`src/rtl/arp_sequencer.sv`:
```
// Step sequencer feeding the square-wave tone generator: plays an
// 8-entry pitch table in order, one entry per fixed-length step.
//
// Ports:
//   CLK, RST                      clock, synchronous active-high reset
//   WR_EN, WR_ADDR, WR_DATA       pitch table write port (0 = rest)
//   START, STOP                   one-cycle playback control pulses
//   LEN                           last step index, latched on START
//   LOOP                          wrap to step 0 after the last step
//   PERIOD, GATE                  tone generator drive
//   STEP_IDX, STEP_STROBE         current step and first-cycle pulse
//   BUSY, DONE                    playing / end-of-run pulse
module arp_sequencer #(
    parameter int PW          = 24,
    parameter int STEP_CYCLES = 10000000,
    parameter int GAP_CYCLES  = 1000000
) (
    input  logic          CLK,
    input  logic          RST,
    input  logic          WR_EN,
    input  logic [2:0]    WR_ADDR,
    input  logic [PW-1:0] WR_DATA,
    input  logic          START,
    input  logic          STOP,
    input  logic [2:0]    LEN,
    input  logic          LOOP,
    output logic [PW-1:0] PERIOD,
    output logic          GATE,
    output logic [2:0]    STEP_IDX,
    output logic          STEP_STROBE,
    output logic          BUSY,
    output logic          DONE
);

    localparam int TW = $clog2(STEP_CYCLES);
    localparam logic [TW-1:0] LAST_TICK = TW'(STEP_CYCLES - 1);
    localparam logic [TW-1:0] GATE_LAST = TW'(STEP_CYCLES - GAP_CYCLES - 1);

    typedef enum logic [1:0] {IDLE, PLAY, GAP} state_t;

    state_t          state_q, state_n;
    logic [TW-1:0]   tick_q, tick_n;
    logic [2:0]      len_q, len_n;
    logic [PW-1:0]   pitch_q [8];

    logic [PW-1:0]   period_n;
    logic            gate_n;
    logic [2:0]      idx_n;
    logic            strobe_n;
    logic            busy_n;
    logic            done_n;

    logic            load;
    logic [2:0]      load_idx;
    logic            step_end;

    // Pitch table; a load in the same cycle as a write sees the old entry.
    always_ff @(posedge CLK) begin
        if (RST) begin
            for (int i = 0; i < 8; i++) begin
                pitch_q[i] <= '0;
            end
        end else if (WR_EN) begin
            pitch_q[WR_ADDR] <= WR_DATA;
        end
    end

    always_ff @(posedge CLK) begin
        if (RST) begin
            state_q     <= IDLE;
            tick_q      <= '0;
            len_q       <= '0;
            PERIOD      <= '0;
            GATE        <= 1'b0;
            STEP_IDX    <= '0;
            STEP_STROBE <= 1'b0;
            BUSY        <= 1'b0;
            DONE        <= 1'b0;
        end else begin
            state_q     <= state_n;
            tick_q      <= tick_n;
            len_q       <= len_n;
            PERIOD      <= period_n;
            GATE        <= gate_n;
            STEP_IDX    <= idx_n;
            STEP_STROBE <= strobe_n;
            BUSY        <= busy_n;
            DONE        <= done_n;
        end
    end

    always_comb begin
        state_n  = state_q;
        tick_n   = tick_q;
        len_n    = len_q;
        period_n = PERIOD;
        gate_n   = GATE;
        idx_n    = STEP_IDX;
        strobe_n = 1'b0;
        busy_n   = BUSY;
        done_n   = 1'b0;
        load     = 1'b0;
        load_idx = '0;

        // With no gap the step ends from PLAY; otherwise from GAP.
        step_end = (tick_q == LAST_TICK) &&
                   ((state_q == GAP) ||
                    (state_q == PLAY && GAP_CYCLES == 0));

        if (STOP) begin
            state_n = IDLE;
            gate_n  = 1'b0;
            busy_n  = 1'b0;
        end else if (START) begin
            len_n    = LEN;
            load     = 1'b1;
            load_idx = '0;
        end else begin
            unique case (state_q)
                PLAY: begin
                    tick_n = tick_q + TW'(1);
                    if (GAP_CYCLES > 0 && tick_q == GATE_LAST) begin
                        state_n = GAP;
                        gate_n  = 1'b0;
                    end
                end
                GAP: begin
                    tick_n = tick_q + TW'(1);
                end
                default: begin
                end
            endcase

            if (step_end) begin
                if (STEP_IDX != len_q) begin
                    load     = 1'b1;
                    load_idx = STEP_IDX + 3'd1;
                end else if (LOOP) begin
                    load     = 1'b1;
                    load_idx = '0;
                end else begin
                    state_n = IDLE;
                    gate_n  = 1'b0;
                    busy_n  = 1'b0;
                    done_n  = 1'b1;
                end
            end
        end

        if (load) begin
            period_n = pitch_q[load_idx];
            gate_n   = (pitch_q[load_idx] != '0);
            idx_n    = load_idx;
            strobe_n = 1'b1;
            busy_n   = 1'b1;
            tick_n   = '0;
            state_n  = PLAY;
        end
    end

endmodule

```
`config.mk`:
```
export PLATFORM = sky130hd
export DESIGN_NAME = arp_sequencer
export DESIGN_NICKNAME = d
export VERILOG_FILES = /design/src/rtl/arp_sequencer.sv
export SDC_FILE = /design/constraint.sdc
export NUM_CORES = 1
export LEC_CHECK = 0
export ABC_AREA = 1
export BUFFER_PORTS_ARGS = -buffer_cell sky130_fd_sc_hd__buf_4
export CAP_MARGIN = 20
export CORE_MARGIN = 4
export CORE_UTILIZATION = 48
export CTS_CLUSTER_DIAMETER = 80
export DETAILED_ROUTE_END_ITERATION = 10
export HOLD_SLACK_MARGIN = 0.12
export PLACE_DENSITY = 0.65
export SLEW_MARGIN = 10
export SYNTH_ARGS = -nofsm -noshare
export SYNTH_HDL_FRONTEND = slang
export SYNTH_SLANG_ARGS = --single-unit
```
`constraint.sdc`:
```
create_clock -name CLK -period 4.55 [get_ports CLK]
set_clock_uncertainty 0.15 [all_clocks]
set_input_delay 0.455 -clock CLK [delete_from_list [all_inputs] [get_ports CLK]]
set_output_delay 0.455 -clock CLK [all_outputs]
set_load 0.05 [all_outputs]
```
==> results.json <==
{
  "fmax_ghz": 0.276,
  "vias_per_cell": 5.59,
  "r2r_slack_ns": 0.93,
  "insertion_delay_ns": 0.54,
  "synth_cell_types": 40,
  "route.vias.total": 8904,
  "finalSetupTns_ns": 0,
  "grt_use_met1_pct": 33.6,
  "drtPass1Iterations": 6,
  "hpwlAfterDp_mm": 19.0,
  "area_delta_synth_final_pct": 16.3,
  "numClockSinks": 252,
  "drc": 0,
  "root_buffer": "clkbuf_16",
  "netlist_area_mm2": 0.0113,
  "die-area_mm2": 0.0261,
  "final_cell_mix": "nor2_1 (247), nand3_1 (241), nand2_1 (207)",
  "grt_pass1_wl_mm": 49.5,
  "dieHeight_um": 162,
  "worst_slack_ns": 0.929,
  "min_path_type": "in2reg",
  "synth_nets": 1241,
  "finalWirelength_mm": 31.6,
  "grt_usage_pct": 24.0,
  "grt_use_met3_pct": 4.06,
  "clk_pin_slew_ns": 0.06,
  "tightest_slew_ns": 1.04,
  "start_kind": "flop",
  "cts.path.max_buffers": 3,
  "busiest_layer": "met2",
  "globalplace.congestion": 0.896,
  "core_area_mm2": 0.0229,
  "final-instance-count-excl-fill": 1594,
  "grt_start_max_net_pins": 86,
  "status": "complete, no violations",
  "crit_required_ns": 4.83,
  "end_kind": "flop",
  "ir_worst_vdd_uv": 203,
  "tritoncts": "built",
  "antenna_found_initial": 0,
  "gr-total-overflow": 0,
  "dp.cells": 1533,
  "critPathArrivalTime_ns": 3.90,
  "postCtsSetupBuffers": 0,
  "ys_seq_elements": 252,
  "cts_buffers": 29,
  "grtUsageMet2_pct": 39.6,
  "power_density_mw_per_mm2": 415,
  "ant_nets": 0,
  "nets": 1299,
  "final_common_cell": "nor2_1",
  "fin_crit_sh_pct": 79.6,
  "wire_per_inst_um": 19.8,
  "path_class": "reg2reg",
  "pre_cts_ws_ns": 1.03,
  "n_antenna_cell": 0,
  "io_pins": 67,
  "critPathMaxFanout": 82,
  "layout_min_cycle_time_ns": 3.62,
  "rsz0062_at_grt": "no",
  "synthCells": 1201,
  "start_util_pct": 49.5,
  "p_leak_nw": 5.31,
  "drv_cap": 0,
  "avgSynthCellArea_um2": 9.44,
  "maxSlewHeadroom_pct": 30.9,
  "ys_warn_count": 0,
  "grt_pass1_vias": 8898,
  "die_x_um": 162,
  "final_hold_viol_count": 0,
  "rows": 55,
  "setup_violations": 0,
  "ys_seq_area_share_pct": 61.5,
  "final_util_pct": 57.5,
  "htreeDepth": 1,
  "port-buffer-count": 66,
  "drive_above_1_share_pct": 12.0,
  "drt-initial-drc-count": 945,
  "final_max_slew_viol_count": 0
}
layout make-up:
| class | count | area [µm²] |
|---|---|---|
| Timing Repair Buffer | 96 | 768 |
| Fill cell | 2009 | 9740 |
| Multi-Input combinational cell | 807 | 3750 |
| Sequential cell | 252 | 6970 |
| Clock buffer | 32 | 747 |
| Clock inverter | 21 | 280 |
| Tap cell | 313 | 392 |
| Inverter | 73 | 274 |
layer usage:
| metal | share of wire (%) | up-vias |
|---|---|---|
| met3 | 7.9 | 52 |
| li1 | - | 4189 |
| met4 | 2.1 | 0 |
| met5 | 0 | - |
| met1 | 43 | 4292 |
| met2 | 47 | 371 |
report_power, final:
part / internal (W) / leakage [nW] / switching [W]
clock network: 0.00157 / 0.502 / 0.000925
registers: 0.00260 / 2.33 / 0.0000425
logic: 0.0000946 / 2.48 / 0.000243
total: 0.00426 / 5.31 / 0.00121
state kept, by name, indices dropped and copies added (netlist names):
register	cells
PERIOD	24
STEP_STROBE	1
BUSY	1
state_q	2
pitch_q	192
len_q	3
DONE	1
GATE	1
STEP_IDX	3
tick_q	24
repair_timing:
item / 4_1_cts / 5_1_grt
hold buffers: 8 / 0
endpoints found under the hold margin: 7 / 0
resized for setup: 0 / 0
metrics by stage:
stage / total power [W] / instance area (µm²) / hold slack [ns]
floorplan: 0.00287 / 11300 / 0.294
global placement: 0.00301 / 12000 / 0.311
CTS: 0.00550 / 13200 / 0.183
global route: 0.00563 / 13200 / 0.202
finish: 0.00547 / 13200 / 0.191
detailed placement: 0.00302 / 12100 / 0.312
cells in the mapped netlist (all sizes together):
cell type	number	share of area [%]
or3	1	0.055
a22o	24	1.9
nor3	9	0.44
o22ai	2	0.11
nor3b	2	0.13
clkbuf	28	0.93
nand3b	3	0.23
edfxtp	192	51
dfxtp	60	11
nand2	210	7.0
a21o	1	0.066
nand3	242	11
ha	4	0.44
a21oi	12	0.53
nor4	6	0.33
nor2	256	8.8
xnor2	3	0.23
a21boi	1	0.066
o21ai	10	0.44
nand4	8	0.44
xor2	7	0.54
buf	41	2.2
o21a	1	0.066
a211oi	2	0.13
a221oi	1	0.077
or2	2	0.11
inv	73	2.4
kinds of logic (layout without fill, tap and decap cells):
kind of cell,count (synthesis),in the layout,synth area share (%)
adders and majority gates,4,4,0.442
AOI/OAI and AO/OA,54,54,3.35
buffers and inverters,142,222,5.53
xor gates and xnor gates,10,10,0.773
and+or+nand+nor,739,739,28.4
DFF,252,252,61.5
worst max-delay path, cell delays in order, from the launching register on:
cell and delay [ns]:
dfxtp_1 0.33, ha_1 0.24, nand3_1 0.09, nor2_1 0.05, nand2_1 0.17, nor2_8 0.07
nand2_4 0.17, buf_4 0.72, inv_1 0.42, nand2_1 0.16, nand3_1 0.08, nand3_1 0.11
nand2_1 0.10, nor2_1 0.12, nand2_1 0.07, nor2_1 0.18, nand3_1 0.11, nand2_1 0.07
nand2_1 0.04
final timing paths:
path,from,end,depth (start not counted)
hold reg to reg,BUSY,BUSY,2
setup / recovery,tick_q[0],GATE,18
hold / removal,WR_DATA[11],pitch_q[0][11],3
setup reg to reg,tick_q[0],GATE,18
Power figures use the tool's default switching activity.
